<file path="src/rtl/sb_pkg.sv">
// rtl/sb_pkg.sv - shared sideband symbols, state/error enums and CRC-16 step
// Contents: DLE/STX/ETX symbols, err_code_e, byte_state_e, CRC constants,
//           crc16_step(crc, byte) also used by the sideband transmitter.
package sb_pkg;

  localparam logic [7:0]  DLE       = 8'hFE;
  localparam logic [7:0]  STX       = 8'h02;
  localparam logic [7:0]  ETX       = 8'h40;
  localparam logic [15:0] CRC_POLY  = 16'h8005;
  localparam logic [15:0] CRC_INIT  = 16'hFFFF;

  typedef enum logic [1:0] {
    ERR_CRC     = 2'd0,
    ERR_LEN     = 2'd1,
    ERR_FRAMING = 2'd2,
    ERR_OVERRUN = 2'd3
  } err_code_e;

  typedef enum logic [2:0] {
    BS_IDLE,
    BS_GOT_DLE,
    BS_PAYLOAD,
    BS_PAY_DLE,
    BS_DRAIN
  } byte_state_e;

  // Non-reflected CRC-16, message bits fed MSB-first.
  function automatic logic [15:0] crc16_step(input logic [15:0] crc, input logic [7:0] data);
    logic [15:0] c;
    c = crc;
    for (int i = 7; i >= 0; i--) begin
      if (c[15] ^ data[i]) c = {c[14:0], 1'b0} ^ CRC_POLY;
      else                 c = {c[14:0], 1'b0};
    end
    return c;
  endfunction

endpackage

</file>
<file path="src/rtl/sb_uart_rx.sv">
// rtl/sb_uart_rx.sv - sideband line deserializer (start 0, 8 data LSB-first, stop 1)
// Ports: sb_clk, rst (sync, active-high), sbrx (serial line, idle high)
//        byte_o   received character, valid while byte_stb is high
//        byte_stb one-cycle strobe, the cycle after a good stop-bit sample
//        stop_err one-cycle pulse, the cycle after a stop bit sampled 0
module sb_uart_rx (
  input  logic       sb_clk,
  input  logic       rst,
  input  logic       sbrx,
  output logic [7:0] byte_o,
  output logic       byte_stb,
  output logic       stop_err
);

  logic       r_prev;
  logic       r_active;
  logic [3:0] r_cnt;
  logic [7:0] r_shift;
  logic       r_stb;
  logic       r_err;

  // r_prev resets to 0, so a start edge needs the line seen high first.
  always_ff @(posedge sb_clk) begin
    if (rst) begin
      r_prev   <= 1'b0;
      r_active <= 1'b0;
      r_cnt    <= 4'd0;
      r_shift  <= 8'd0;
      r_stb    <= 1'b0;
      r_err    <= 1'b0;
    end else begin
      r_prev <= sbrx;
      r_stb  <= 1'b0;
      r_err  <= 1'b0;
      if (!r_active) begin
        if (r_prev && !sbrx) begin
          r_active <= 1'b1;
          r_cnt    <= 4'd0;
        end
      end else if (r_cnt != 4'd8) begin
        r_shift <= {sbrx, r_shift[7:1]};
        r_cnt   <= r_cnt + 4'd1;
      end else begin
        // Stop bit; the shift register stays intact until the next
        // character's first data bit, so it doubles as the output byte.
        r_active <= 1'b0;
        if (sbrx) r_stb <= 1'b1;
        else      r_err <= 1'b1;
      end
    end
  end

  assign byte_o   = r_shift;
  assign byte_stb = r_stb;
  assign stop_err = r_err;

endmodule

</file>
<file path="src/rtl/sb_rx_frame_parser.sv">
// rtl/sb_rx_frame_parser.sv - sideband receive parser: DLE de-stuffing, CRC-16 check, payload drain
// Params: MAX_LEN maximum payload bytes per transaction (CRC excluded)
// Ports:  sb_clk, rst (sync, active-high), sbrx serial line
//         rx_data/rx_valid/rx_ready/rx_last payload byte stream
//         frame_done good transaction buffered, frame_err/err_code transaction discarded
//         busy parser not idle or buffer draining
import sb_pkg::*;

module sb_rx_frame_parser #(
  parameter int MAX_LEN = 16
) (
  input  logic       sb_clk,
  input  logic       rst,
  input  logic       sbrx,
  output logic [7:0] rx_data,
  output logic       rx_valid,
  input  logic       rx_ready,
  output logic       rx_last,
  output logic       frame_done,
  output logic       frame_err,
  output logic [1:0] err_code,
  output logic       busy
);

  localparam int DEPTH = MAX_LEN + 2;
  localparam int AW    = $clog2(DEPTH);
  localparam int CW    = $clog2(MAX_LEN + 3) + 1;
  localparam logic [CW-1:0] LEN_LIM = CW'(DEPTH);
  localparam logic [CW-1:0] LEN_MIN = CW'(3);
  localparam logic [15:0]   CRC_AFTER_STX = crc16_step(CRC_INIT, STX);

  logic [7:0] w_byte;
  logic       w_stb;
  logic       w_stop_err;

  sb_uart_rx u_uart (
    .sb_clk   (sb_clk),
    .rst      (rst),
    .sbrx     (sbrx),
    .byte_o   (w_byte),
    .byte_stb (w_stb),
    .stop_err (w_stop_err)
  );

  byte_state_e r_state;
  logic [15:0] r_crc;
  logic [CW-1:0] r_count;
  logic [CW-1:0] r_rd;
  logic [CW-1:0] r_last_idx;
  logic [7:0]  r_buf [DEPTH];
  logic        r_drop_dle;
  logic        r_rx_valid;
  logic        r_rx_last;
  logic [7:0]  r_rx_data;
  logic        r_done;
  logic        r_err;
  err_code_e   r_err_code;

  logic          w_is_dle;
  logic          w_wr_en;
  logic [CW-1:0] w_rd_nxt;
  logic [CW-1:0] w_count_inc;

  assign w_is_dle    = (w_byte == DLE);
  assign w_rd_nxt    = r_rd + CW'(1);
  // Count saturates so an oversized frame still reports a length error.
  assign w_count_inc = (r_count == '1) ? r_count : r_count + CW'(1);
  assign w_wr_en     = w_stb && (r_count < LEN_LIM) &&
                       ((r_state == BS_PAYLOAD && !w_is_dle) ||
                        (r_state == BS_PAY_DLE &&  w_is_dle));

  always_ff @(posedge sb_clk) begin
    if (w_wr_en) r_buf[r_count[AW-1:0]] <= w_byte;
  end

  always_ff @(posedge sb_clk) begin
    if (rst) begin
      r_state    <= BS_IDLE;
      r_crc      <= CRC_INIT;
      r_count    <= '0;
      r_rd       <= '0;
      r_last_idx <= '0;
      r_drop_dle <= 1'b0;
      r_rx_valid <= 1'b0;
      r_rx_last  <= 1'b0;
      r_rx_data  <= 8'h00;
      r_done     <= 1'b0;
      r_err      <= 1'b0;
      r_err_code <= ERR_CRC;
    end else begin
      r_done <= 1'b0;
      r_err  <= 1'b0;
      if (r_state == BS_DRAIN) begin
        if (r_rx_valid && rx_ready) begin
          if (r_rd == r_last_idx) begin
            r_rx_valid <= 1'b0;
            r_rx_last  <= 1'b0;
            r_state    <= BS_IDLE;
          end else begin
            r_rd      <= w_rd_nxt;
            r_rx_data <= r_buf[w_rd_nxt[AW-1:0]];
            r_rx_last <= (w_rd_nxt == r_last_idx);
          end
        end
        // Dropped characters are still tracked for DLE-STX; a stuffed
        // DLE pair cancels so payload 0xFE 0x02 is not a frame start.
        if (w_stb) begin
          r_drop_dle <= w_is_dle && !r_drop_dle;
          if (r_drop_dle && w_byte == STX) begin
            r_err      <= 1'b1;
            r_err_code <= ERR_OVERRUN;
          end
        end
      end else if (w_stop_err) begin
        if (r_state == BS_PAYLOAD || r_state == BS_PAY_DLE) begin
          r_err      <= 1'b1;
          r_err_code <= ERR_FRAMING;
        end
        r_state <= BS_IDLE;
      end else if (w_stb) begin
        case (r_state)
          BS_IDLE: if (w_is_dle) r_state <= BS_GOT_DLE;
          BS_GOT_DLE: begin
            if (w_byte == STX) begin
              r_state <= BS_PAYLOAD;
              r_crc   <= CRC_AFTER_STX;
              r_count <= '0;
            end else if (!w_is_dle) begin
              r_state <= BS_IDLE;
            end
          end
          BS_PAYLOAD: begin
            if (w_is_dle) begin
              r_state <= BS_PAY_DLE;
            end else begin
              r_crc   <= crc16_step(r_crc, w_byte);
              r_count <= w_count_inc;
            end
          end
          BS_PAY_DLE: begin
            if (w_is_dle) begin
              r_crc   <= crc16_step(r_crc, w_byte);
              r_count <= w_count_inc;
              r_state <= BS_PAYLOAD;
            end else if (w_byte == ETX) begin
              if (r_count < LEN_MIN || r_count > LEN_LIM) begin
                r_err      <= 1'b1;
                r_err_code <= ERR_LEN;
                r_state    <= BS_IDLE;
              end else if (r_crc != 16'h0000) begin
                r_err      <= 1'b1;
                r_err_code <= ERR_CRC;
                r_state    <= BS_IDLE;
              end else begin
                r_state    <= BS_DRAIN;
                r_done     <= 1'b1;
                r_rx_valid <= 1'b1;
                r_rx_data  <= r_buf[0];
                r_rx_last  <= (r_count == LEN_MIN);
                r_rd       <= '0;
                r_last_idx <= r_count - LEN_MIN;
                r_drop_dle <= 1'b0;
              end
            end else if (w_byte == STX) begin
              r_err      <= 1'b1;
              r_err_code <= ERR_FRAMING;
              r_state    <= BS_PAYLOAD;
              r_crc      <= CRC_AFTER_STX;
              r_count    <= '0;
            end else begin
              r_err      <= 1'b1;
              r_err_code <= ERR_FRAMING;
              r_state    <= BS_IDLE;
            end
          end
          default: r_state <= BS_IDLE;
        endcase
      end
    end
  end

  assign rx_data    = r_rx_data;
  assign rx_valid   = r_rx_valid;
  assign rx_last    = r_rx_last;
  assign frame_done = r_done;
  assign frame_err  = r_err;
  assign err_code   = r_err_code;
  assign busy       = (r_state != BS_IDLE);

endmodule

</file>
<file path="config.mk">
export PLATFORM = sky130hd
export DESIGN_NAME = sb_rx_frame_parser
export DESIGN_NICKNAME = d
export VERILOG_FILES = /design/src/rtl/sb_pkg.sv /design/src/rtl/sb_uart_rx.sv /design/src/rtl/sb_rx_frame_parser.sv
export SDC_FILE = /design/constraint.sdc
export NUM_CORES = 1
export LEC_CHECK = 0
export BUFFER_PORTS_ARGS = -buffer_cell sky130_fd_sc_hd__buf_2
export CAP_MARGIN = 20
export CORE_ASPECT_RATIO = 1.4
export CORE_UTILIZATION = 30
export DETAILED_ROUTE_END_ITERATION = 10
export SYNTH_ARGS = -nofsm -noshare
export SYNTH_HDL_FRONTEND = slang
export SYNTH_SLANG_ARGS = --single-unit
</file>
<file path="constraint.sdc">
create_clock -name sb_clk -period 3.2 [get_ports sb_clk]
set_clock_uncertainty 0.05 [all_clocks]
set_input_delay 0.48 -clock sb_clk [delete_from_list [all_inputs] [get_ports sb_clk]]
set_output_delay 0.48 -clock sb_clk [all_outputs]
set_load 0.02 [all_outputs]
</file>
Word-level counts from Yosys, hierarchy flattened
Memory sizes are Yosys's and may differ from the RTL's.
Index checks and enable logic that the tools add are counted.

word-level totals
  memories = 1
  bits in read-only memories = 0
  word-level logic and storage cells = 339
  RAM bits = 144
  output and inout bits = 15
  register bits after elaboration = 68
  bits of input ports = 4
  latch bits = 0

operators by class
  div/mod/pow operators = 0
  $add $sub $neg = 4
  order comparisons = 3
  equal/unequal tests = 30
  bitwise logic cells = 39
  mux-type cells = 207
  shifts and indexed selects = 0
  multiply operators = 0
  reduce and logical (&&, ||, !) cells = 37

memory list
  name   depth  width  read ports  clocked after memory_dff  wr ports  RTL line                  source
  r_buf  18     8      2           0                         1         sb_rx_frame_parser.sv:50  logic [7:0] r_buf [DEPTH];

operators with widths
  cell                                                                      number
  16-bit two-way mux                                                        103
  6-bit two-way mux                                                         15
  8-bit two-way mux                                                         10
  1-bit two-way mux                                                         48
  16-bit case mux with 3 select lines                                       1
  3-bit NOT                                                                 15
  3-bit two-way mux                                                         13
  2-bit two-way mux                                                         12
  6-bit case mux with 3 select lines                                        1
  9-bit AND reduction                                                       2
  8-bit AND reduction                                                       2
  16-bit nonzero test                                                       1
  1-bit bitwise XOR                                                         15
  7-bit AND reduction                                                       2
  6-bit by 1-bit adder with 6-bit output (second input constant)            2
  6-bit equality test                                                       2
  4-bit two-way mux                                                         3
  2-bit inequality test (second input constant)                             6
  3-bit case mux with 4 select lines                                        1
  6-bit AND reduction                                                       2
  3-bit nonzero test                                                        4
  2-bit by 1-bit inequality test with 1-bit output (second input constant)  5
  2-bit nonzero test                                                        5
  1-bit NOT                                                                 9
  26 further kinds                                                          41

Longest topological paths before layout
Gate-level depths: netlist of run 1.

  depth after elaboration = 60
  gate-level depth with buffers = 10
  mapped depth without buffers = 8

By module
Synthesis of run 1 repeated with hierarchy kept, for this count alone.

second synthesis, totals
  cell total of the unflattened synthesis = 794
  area total of the unflattened synthesis = 9252.6 um^2

modules (own cells, without submodules)
  module              instances  cells an instance  area an instance (um^2)  sequential area each (um^2)
  sb_rx_frame_parser  1          731                8595.7                   5365.1
  sb_uart_rx          1          63                 656.9                    320.3

Least setup slack after synthesis of run 1
No wires, ideal clock.

  path type = flip-flop to flip-flop
  from = register u_uart.r_shift[4] (netlist: u_uart.byte_o[4])
  to = memory r_buf[13][0] (enable)
  arrival = 2159 ps
  period minus slack after synthesis = 2580 ps
  required time = 2780 ps
  cell stages (with the launch flop) = 7
  path buffers = 0
  setup slack = 620 ps
  library setup time = 370 ps
  cell sequence = dfxtp_1 -> nand4_1 -> or2_2 -> xnor2_1 -> and4_1 -> nand2_1 -> nor2_1

on the way
  longest elaborated chain between the ends = 7
  elaborated cells on any way between the ends = 8
  those cells by class = eq/ne: 1; mux: 2; reduce/logical: 5

ends and longest elaborated chain
  item                                         RTL line                  source
  start: declaration                           sb_uart_rx.sv:18          logic [7:0] r_shift;
  start signal: assignment                     sb_uart_rx.sv:41          r_shift <= {sbrx, r_shift[7:1]};
  8-bit equality test (*)                      sb_rx_frame_parser.sv:64  assign w_is_dle = (w_byte == DLE);
  1-bit zero test                              --
  1-bit logical AND                            sb_rx_frame_parser.sv:69  ((r_state == BS_PAYLOAD && !w_is_dle) ||
  1-bit logical OR (*)                         sb_rx_frame_parser.sv:69
  1-bit logical AND (*)                        sb_rx_frame_parser.sv:68  assign w_wr_en = w_stb && (r_count < LEN_LIM) &&
  1-bit two-way mux (*)                        sb_rx_frame_parser.sv:73  if (w_wr_en) r_buf[r_count[AW-1:0]] <= w_byte;
  1-bit two-way mux (implied by the code) (*)  sb_rx_frame_parser.sv:73
  end: declaration                             sb_rx_frame_parser.sv:50

Every way passes the cells marked *; elsewhere a longest branch is shown, timed or not.

Final worst setup path of run 1
  from = register u_uart.r_shift[3] (netlist: u_uart.byte_o[3])
  to = memory r_buf[7][0] (enable)

Same word-level chain as after synthesis.

==> results.json, run 1 <==
{
  "setup_tns_ps": 0,
  "die_w_um": 151,
  "setup_viol": 0,
  "hpwlAfterDp_um": 16000,
  "drt_iter0_drc": 415,
  "worstPathArrival_ps": 2940,
  "synth.most_common_cell": "edfxtp_1",
  "stdcell_count": 1182,
  "cts_root_buffer": "clkbuf_16",
  "cts_tree": "yes",
  "path_class": "flip-flop to flip-flop",
  "cts_sinks": 212,
  "ys_seq_area_share_pct": 60.9,
  "async_flop_share_pct": 0,
  "ys_ff_latch": 212,
  "yosysWarnings": 0,
  "grt_usage_pct": 14.6,
  "syn_avg_cell_area_um2": 12.5,
  "maxCapViolCount": 0,
  "clkTransAtPathRegs_ps": 60,
  "area_delta_synth_final_pct": 14.4,
  "initial_core_util_pct": 30.4,
  "p_leak_nw": 3.48,
  "finish.utilization_pct": 34.8,
  "syn-cell-area_um2": 9340,
  "drive_above_1_share_pct": 15.8,
  "port_buffers": 18,
  "syn_inst": 744,
  "overflow": 0,
  "die_h_um": 211,
  "synth_common_cells": "edfxtp_1 (144), dfxtp_1 (68), nand2_1 (58)",
  "crit_required_ps": 3370,
  "synth_top_cell_by_area": "edfxtp_1",
  "synth_top_area_share_pct": 46.3,
  "place_congestion": 0.819,
  "core_um2": 30700,
  "h-tree-depth": 1,
  "drv_slew": 0,
  "hold_buffers": 0,
  "synth_fp_nets": 755,
  "rsz0062_at_grt": "no",
  "max_slew_margin_pct": 33.6,
  "routed_wl_um": 22600,
  "ys_types": 68,
  "io_pins": 19,
  "path_max_fanout": 11,
  "first_pass_iters": 4,
  "worstSkewPairLatency_ps": 510,
  "holdWs_ps": 172,
  "drc": 0,
  "cts_buffers": 20,
  "antenna_found_initial": 0,
  "synth.area.top_cells": "edfxtp_1 (46%), dfxtp_1 (15%), mux2i_1 (4.6%), mux4_2 (4.6%), xnor2_1 (2.3%)",
  "setup.worst_path.start_class": "flip-flop",
  "ir_drop_mv": 0.356,
  "status": "completed",
  "p_per_area_nw_per_um2": 500,
  "dp_cells": 1146,
  "die_area_um2": 31800,
  "wl_per_cell_um": 19.1,
  "min_period_ps": 2770,
  "synth_flop_cell": "edfxtp_1",
  "tightest_slew_ps": 989,
  "synth_edf_count": 144,
  "final_nets": 789,
  "min_period_over_period_pct": 86.6,
  "first_global_vias": 6199,
  "rows": 76,
  "drtAntennaViolNets": 0,
  "via_per_inst": 5.09,
  "cts-resized-gates": 0,
  "crit_path_end_kind": "flip-flop",
  "hold_violations": 0,
  "clockBufferDepth": 3,
  "cts_setup_buffers": 0,
  "grt_pass1_wl_um": 35100,
  "grt_max_degree": 39,
  "diodes": 0,
  "hold_path_class": "input pin to flip-flop",
  "fmax_ghz": 0.361,
  "vias": 6013
}
[final timing paths]
check	cells past startpoint	startpoint	slack, ps	end
max	7	u_uart.byte_o[3]$_SDFFE_PP0P_	430	r_buf[7][0]$_DFFE_PP_
min	2	sbrx	170	u_uart.stop_err$_SDFF_PP0_
max reg2reg	7	u_uart.byte_o[3]$_SDFFE_PP0P_	430	r_buf[7][0]$_DFFE_PP_
min reg2reg	2	err_code[1]$_SDFFE_PP0P_	430	err_code[1]$_SDFFE_PP0P_
[where the power goes]
group | total (W) | switching (W) | internal [W]
Combinational | 0.0000498 | 0.0000367 | 0.0000131
Clock | 0.00240 | 0.00102 | 0.00138
Sequential | 0.00290 | 0.00000369 | 0.00289
Total | 0.00534 | 0.00106 | 0.00429
[logic make-up (layout without fill, tap and decap cells)]
kind of cell | count (synthesis) | count (layout) | synth area share [%]
AO/OA/AOI/OAI | 129 | 129 | 8.74
XOR/XNOR | 45 | 45 | 4.57
adder cells (fa/ha/maj) | 7 | 7 | 0.938
buffers and inverters | 58 | 106 | 2.89
flip-flops | 212 | 212 | 60.9
multiplexers | 62 | 62 | 9.19
AND/OR/NAND/NOR | 231 | 231 | 12.8
[per-layer routing]
layer	part of all wire, %	vias to the layer above	wire length [um]	global-route usage (%)
met5	0	-	0	0
met4	3.3	0	735	5.76
met3	3.2	39	712	1.47
met2	55	123	12400	27.9
met1	39	2975	8750	16.3
li1	-	2876	-	-
[critical path, stage by stage (launching register included)]
cell	delay, ps
dfxtp_1	640
nand4_1	280
or2_2	410
xnor2_1	210
and4_1	310
nand2_1	200
nor2_1	190
buf_4	190
[per-stage QoR]
stage	power (W)	cell area (um^2)	setup slack (ps)
final	0.00534	10700	429
after global routing	0.00550	10700	214
after CTS	0.00539	10700	448
after detailed placement	0.00301	10000	468
after global placement	0.00301	10000	477
after floorplan	0.00299	9340	620
[area by class of cell]
type,instances,area (um^2)
multi-input combinational,474,3400
timing repair buffer,59,410
inverter,11,41.3
fill,2976,20000
sequential,212,5690
tap,390,488
clock inverter,9,114
clock buffer,27,548
[state kept, by name (all words and copies together), names as in the netlist, 2 cells and up]
register / count
rx_data: 8
r_last_idx: 6
r_rd: 6
r_count: 6
r_state: 3
r_crc: 16
u_uart.byte_o: 8
u_uart.r_cnt: 4
err_code: 2
r_buf: 144
[cells in the final DEF, fill, tap and decap left out, drive strengths merged, types with 3 or more instances in the layout]
master	count
xor2	19
or4b	3
and2	4
mux4	19
inv	13
or3	6
a21oi	41
nor2b	10
or4	6
edfxtp	144
nand3	40
a211o	7
ha	7
nor4	6
nor2	45
clkinv	4
nor3	11
mux2i	43
o211ai	4
nand4	22
o22ai	16
xnor2	25
nand2	58
and3	3
nor3b	3
o31ai	7
a31oi	7
o21ai	27
a221o	5
clkbuf	27
buf	59
nand2b	3
dfxtp	68
Note: power is estimated with default switching activity, not from simulation.
==> inputs of run 2 (changes only) <==
--- a/config.mk
+++ b/config.mk
@@ -10,6 +10,7 @@
 export CORE_ASPECT_RATIO = 1.4
 export CORE_UTILIZATION = 30
 export DETAILED_ROUTE_END_ITERATION = 10
+export PLACE_DENSITY = 0.55
 export SYNTH_ARGS = -nofsm -noshare
 export SYNTH_HDL_FRONTEND = slang
 export SYNTH_SLANG_ARGS = --single-unit
==> run 2 against run 1 <==
  * Hold slack lost 5.0 ps
  * Clock power shrank 4%
  * Wire length grew 2.8%
  * Design area shrank 0.23%
  * Setup slack gained 70 ps
  * Die area is the same
  * Sequential cell count is the same
  * Cell count is essentially flat
  * Critical path depth is the same
  * Sequential power is essentially flat
  * Core utilization shrank 0.082 points
==> results.json, run 2 (synthesis gave the netlist of run 1 again) <==
{
  "status": "completed",
  "rsz0062_at_grt": "no",
  "cts-resized-gates": 0,
  "max_slew_margin_pct": 61.9,
  "top_usage_layer": "met2",
  "via_per_inst": 5.15,
  "drv_slew": 0,
  "cts_buffers": 21,
  "cp_slowest_cell": "dfxtp_1",
  "r2r_slack_ps": 500,
  "hpwlAfterDp_um": 16100,
  "antenna_found_initial": 0,
  "port_buffers": 18,
  "crit_path_end_kind": "flip-flop",
  "io_pins": 19,
  "core_um2": 30700,
  "worstSkewPairLatency_ps": 510,
  "grt_usage_pct": 14.9,
  "cpPeakStageDelay_ps": 520,
  "fin_area_um2": 10700,
  "diodes": 0,
  "place_congestion": 0.849,
  "p_leak_nw": 3.47,
  "vias": 6088,
  "setup_tns_ps": 0,
  "final_nets": 790,
  "min_period_ps": 2700,
  "wl_per_cell_um": 19.6,
  "overflow": 0,
  "rows": 76,
  "grt_max_degree": 48,
  "drive_above_1_share_pct": 15.5,
  "path_class": "flip-flop to flip-flop",
  "worstPathArrival_ps": 2860,
  "setup.worst_path.start_class": "flip-flop",
  "use_met3_pct": 1.47,
  "min_period_over_period_pct": 84.4,
  "first_pass_iters": 5,
  "cts_root_buffer": "clkbuf_16",
  "hold_path_class": "input pin to flip-flop",
  "initial_core_util_pct": 30.4,
  "first_global_vias": 6047,
  "hold_buffers": 0,
  "cts_sinks": 212,
  "h-tree-depth": 1,
  "cts_tree": "yes",
  "finalWorstSetupSlack_ps": 499,
  "maxCapViolCount": 0,
  "use_met2_pct": 27.2,
  "crit_required_ps": 3360,
  "final_common_cell": "edfxtp_1",
  "drt_iter0_drc": 296,
  "use_met1_pct": 18.0,
  "grt_pass1_wl_um": 35900,
  "die_area_um2": 31800,
  "placed_area_um2": 10000,
  "drc": 0,
  "dpl_worst_slack_ps": 541,
  "die_w_um": 151,
  "ir_drop_mv": 0.301,
  "path_max_fanout": 9,
  "largest_reg_flops": 144,
  "routed_wl_um": 23200,
  "final_cell_mix": "edfxtp_1 (144), dfxtp_1 (67), nand2_1 (58)",
  "fmax_ghz": 0.370,
  "p_per_area_nw_per_um2": 493,
  "area_delta_synth_final_pct": 14.2,
  "holdWs_ps": 167,
  "clockBufferDepth": 3,
  "crit_chain": "nand4b_1 -> or2_2 -> xnor2_1 -> and4_1 -> nand2_1 -> nor2_1 -> buf_4",
  "clkTransAtPathRegs_ps": 70,
  "setup_viol": 0,
  "tightest_slew_ps": 571,
  "hold_violations": 0,
  "drtAntennaViolNets": 0,
  "cts_setup_buffers": 0,
  "die_h_um": 211
}
-- run 2: per-stage QoR --
step | utilization, % | total power (W) | instances
after floorplan | - | 0.00299 | 744
after global placement | 32.7 | 0.00301 | 1146
after detailed placement | 32.7 | 0.00301 | 1146
after CTS | 34.7 | 0.00531 | 1183
after global routing | 34.7 | 0.00540 | 1183
final | 34.7 | 0.00525 | 1183
-- run 2: area by class of cell --
class	count	area, um^2
clock buffers	27	548
fillers	3003	20100
well taps	390	488
inverters	11	41.3
clock inverters	10	76.3
repair buffers	59	423
flip-flops and latches	212	5690
multi-input cells	474	3400
-- run 2: power by group --
part           switching [W]  leakage (nW)  internal [W]
clock network        0.00101         0.303       0.00129
registers         0.00000495          1.88       0.00290
logic              0.0000350          1.28     0.0000140
-- run 2: critical path: cells and delay by family, from the launching register on --
kind                      cells  cell delay, ps
and+or+nand+nor               5            1400
DFF                           1             520
xor gates and xnor gates      1             230
buffers and inverters         1             210
-- run 2: final timing paths --
kind,from,end,depth (start not counted)
worst min-delay path,sbrx,u_uart.stop_err$_SDFF_PP0_,2
worst max register to register,u_uart.byte_o[7]$_SDFFE_PP0P_,r_buf[1][3]$_DFFE_PP_,7
worst max-delay path,u_uart.byte_o[7]$_SDFFE_PP0P_,r_buf[1][3]$_DFFE_PP_,7
worst min register to register,err_code[1]$_SDFFE_PP0P_,err_code[1]$_SDFFE_PP0P_,2
-- run 2: layer usage --
metal / vias to the layer above / routed length [um] / part of all wire, %
li1: 2887 / - / -
met1: 3038 / 9700 / 42
met2: 128 / 12200 / 53
met3: 35 / 649 / 2.8
met4: 0 / 597 / 2.6
met5: - / 0 / 0
==> inputs of run 3 (changes only) <==
--- a/config.mk
+++ b/config.mk
@@ -5,6 +5,7 @@
 export SDC_FILE = /design/constraint.sdc
 export NUM_CORES = 1
 export LEC_CHECK = 0
+export ABC_AREA = 1
 export BUFFER_PORTS_ARGS = -buffer_cell sky130_fd_sc_hd__buf_2
 export CAP_MARGIN = 20
 export CORE_ASPECT_RATIO = 1.4
==> constraint.sdc (replaced) <==
create_clock -name sb_clk -period 2.53 [get_ports sb_clk]
set_clock_uncertainty 0.05 [all_clocks]
set_input_delay 0.3795 -clock sb_clk [delete_from_list [all_inputs] [get_ports sb_clk]]
set_output_delay 0.3795 -clock sb_clk [all_outputs]
set_load 0.02 [all_outputs]
==> run 3 against run 2 <==
  * Register-to-register slack got worse by 240 ps
  * Synthesized cell count up 34%
  * Setup slack lost 240 ps
  * Global-route usage rose by 0.54 points
  * Wire length is 6.7% higher
  * Critical path depth increased by 3
  * Die area is 2.6% higher
  * Design area rose by 4.1%
  * Sequential power up 28%
  * Maximum frequency rose by 19%
  * Hold slack got worse by 110 ps
==> results.json, run 3 <==
{
  "status": "completed",
  "setup.worst_path.start_class": "flip-flop",
  "synth_flop_cell": "edfxtp_1",
  "min_period_ps": 2270,
  "drive_above_1_share_pct": 15.0,
  "synth_edf_count": 144,
  "synth.most_common_cell": "nand2_1",
  "dpl_worst_slack_ps": 292,
  "drtAntennaViolNets": 0,
  "initial_core_util_pct": 30.4,
  "rows": 77,
  "h-tree-depth": 1,
  "fmax_ghz": 0.441,
  "core_um2": 31500,
  "drv_slew": 0,
  "p_per_area_nw_per_um2": 641,
  "final_common_cell": "nand2_1",
  "ys_ff_latch": 212,
  "first_global_vias": 7299,
  "min_period_over_period_pct": 89.6,
  "hold_violations": 0,
  "stdcell_count": 1460,
  "ys_types": 43,
  "place_congestion": 0.861,
  "clkTransAtPathRegs_ps": 60,
  "async_flop_share_pct": 0,
  "path_max_fanout": 8,
  "grt_max_degree": 73,
  "finish.utilization_pct": 35.2,
  "cts_setup_buffers": 0,
  "io_pins": 19,
  "final_nets": 1060,
  "synth_top_cell_by_area": "edfxtp_1",
  "p_leak_nw": 4.17,
  "die_w_um": 153,
  "worstPathArrival_ps": 2430,
  "maxCapViolCount": 0,
  "vias": 7245,
  "worstSkewPairLatency_ps": 500,
  "final_cell_mix": "nand2_1 (157), nor2_1 (145), edfxtp_1 (144)",
  "routed_wl_um": 24700,
  "finalWorstSetupSlack_ps": 263,
  "max_slew_margin_pct": 66.3,
  "grt_usage_pct": 15.5,
  "synth_common_cells": "nand2_1 (157), nor2_1 (145), edfxtp_1 (144)",
  "hold_buffers": 0,
  "hpwlAfterDp_um": 17200,
  "syn-cell-area_um2": 9580,
  "tightest_slew_ps": 504,
  "yosysWarnings": 0,
  "area_delta_synth_final_pct": 15.8,
  "antenna_found_initial": 0,
  "crit_required_ps": 2690,
  "drc": 0,
  "die_h_um": 213,
  "grt_pass1_wl_um": 39400,
  "setup_tns_ps": 0,
  "die_area_um2": 32700,
  "cts_buffers": 22,
  "largest_reg_flops": 144,
  "path_class": "flip-flop to flip-flop",
  "drt_iter0_drc": 439,
  "ir_drop_mv": 0.454,
  "wl_per_cell_um": 16.9,
  "synth.area.top_cells": "edfxtp_1 (45%), dfxtp_1 (14%), nand2_1 (6.2%), nor2_1 (5.7%), o21ai_0 (5.2%)",
  "port_buffers": 18,
  "first_pass_iters": 5,
  "syn_avg_cell_area_um2": 9.62,
  "nFillCells": 3139,
  "clockBufferDepth": 3,
  "diodes": 0,
  "overflow": 0,
  "synth_fp_nets": 1007,
  "synth_top_area_share_pct": 45.1,
  "rsz0062_at_grt": "no",
  "cts_tree": "yes",
  "syn_inst": 996,
  "setup_viol": 0,
  "via_per_inst": 4.96,
  "ys_seq_area_share_pct": 59.4,
  "fin_area_um2": 11100,
  "cts_sinks": 212,
  "placed_area_um2": 10400,
  "cts_root_buffer": "clkbuf_16",
  "crit_path_end_kind": "flip-flop",
  "dp_cells": 1420,
  "cts-resized-gates": 0,
  "hold_path_class": "input pin to flip-flop"
}
[run 3: critical path, stage by stage (launching register included)]
cell      delay [ps]
dfxtp_1          310
inv_1             80
nand2_1          120
nor3_1           190
nand2_2          140
inv_1             70
nand2_1           50
a211oi_2         310
nand2_1          300
nor2_1           160
buf_4            190
[run 3: final cells by class]
cell class / instances / area (um^2) / area share (%)
clock inverter: 7 / 63.8 / 0.575
tap: 395 / 494 / 4.46
clock buffer: 33 / 644 / 5.81
multi-input combinational: 661 / 3400 / 30.7
inverter: 82 / 308 / 2.77
timing repair buffer: 70 / 493 / 4.44
sequential: 212 / 5690 / 51.3
[run 3: path summary, 6_finish.rpt]
path | startpoint | endpoint | slack [ps] | depth (start not counted)
max | u_uart.byte_o[0]$_SDFFE_PP0P_ | r_buf[1][1]$_DFFE_PP_ | 260 | 10
min | sbrx | u_uart.stop_err$_SDFF_PP0_ | 50 | 2
max reg2reg | u_uart.byte_o[0]$_SDFFE_PP0P_ | r_buf[1][1]$_DFFE_PP_ | 260 | 10
min reg2reg | err_code[1]$_SDFFE_PP0P_ | err_code[1]$_SDFFE_PP0P_ | 410 | 2
[run 3: per-layer routing]
metal / global-route usage [%] / vias up / wire, um
met5: 0 / - / 0
met4: 7.00 / 0 / 1010
met3: 1.78 / 64 / 931
met2: 29.2 / 165 / 12900
met1: 17.5 / 3436 / 9930
li1: - / 3580 / -
[run 3: metrics by stage]
stage	total power [W]	hold slack, ps
floorplan	0.00392	390
global placement	0.00402	403
detailed placement	0.00402	412
CTS	0.00718	30.2
global route	0.00733	51.1
finish	0.00711	52.7
[run 3: cell families after synthesis]
| family | synth area share, % |
|---|---|
| compound gates | 14.0 |
| xor+xnor | 2.08 |
| fa+ha+maj | 0.914 |
| buf+inv | 5.12 |
| flops | 59.4 |
| simple gates | 18.5 |
[run 3: power breakdown]
group / switching [W] / internal (W)
clock network: 0.00130 / 0.00186
logic: 0.000170 / 0.0000553
registers: 0.00000572 / 0.00371
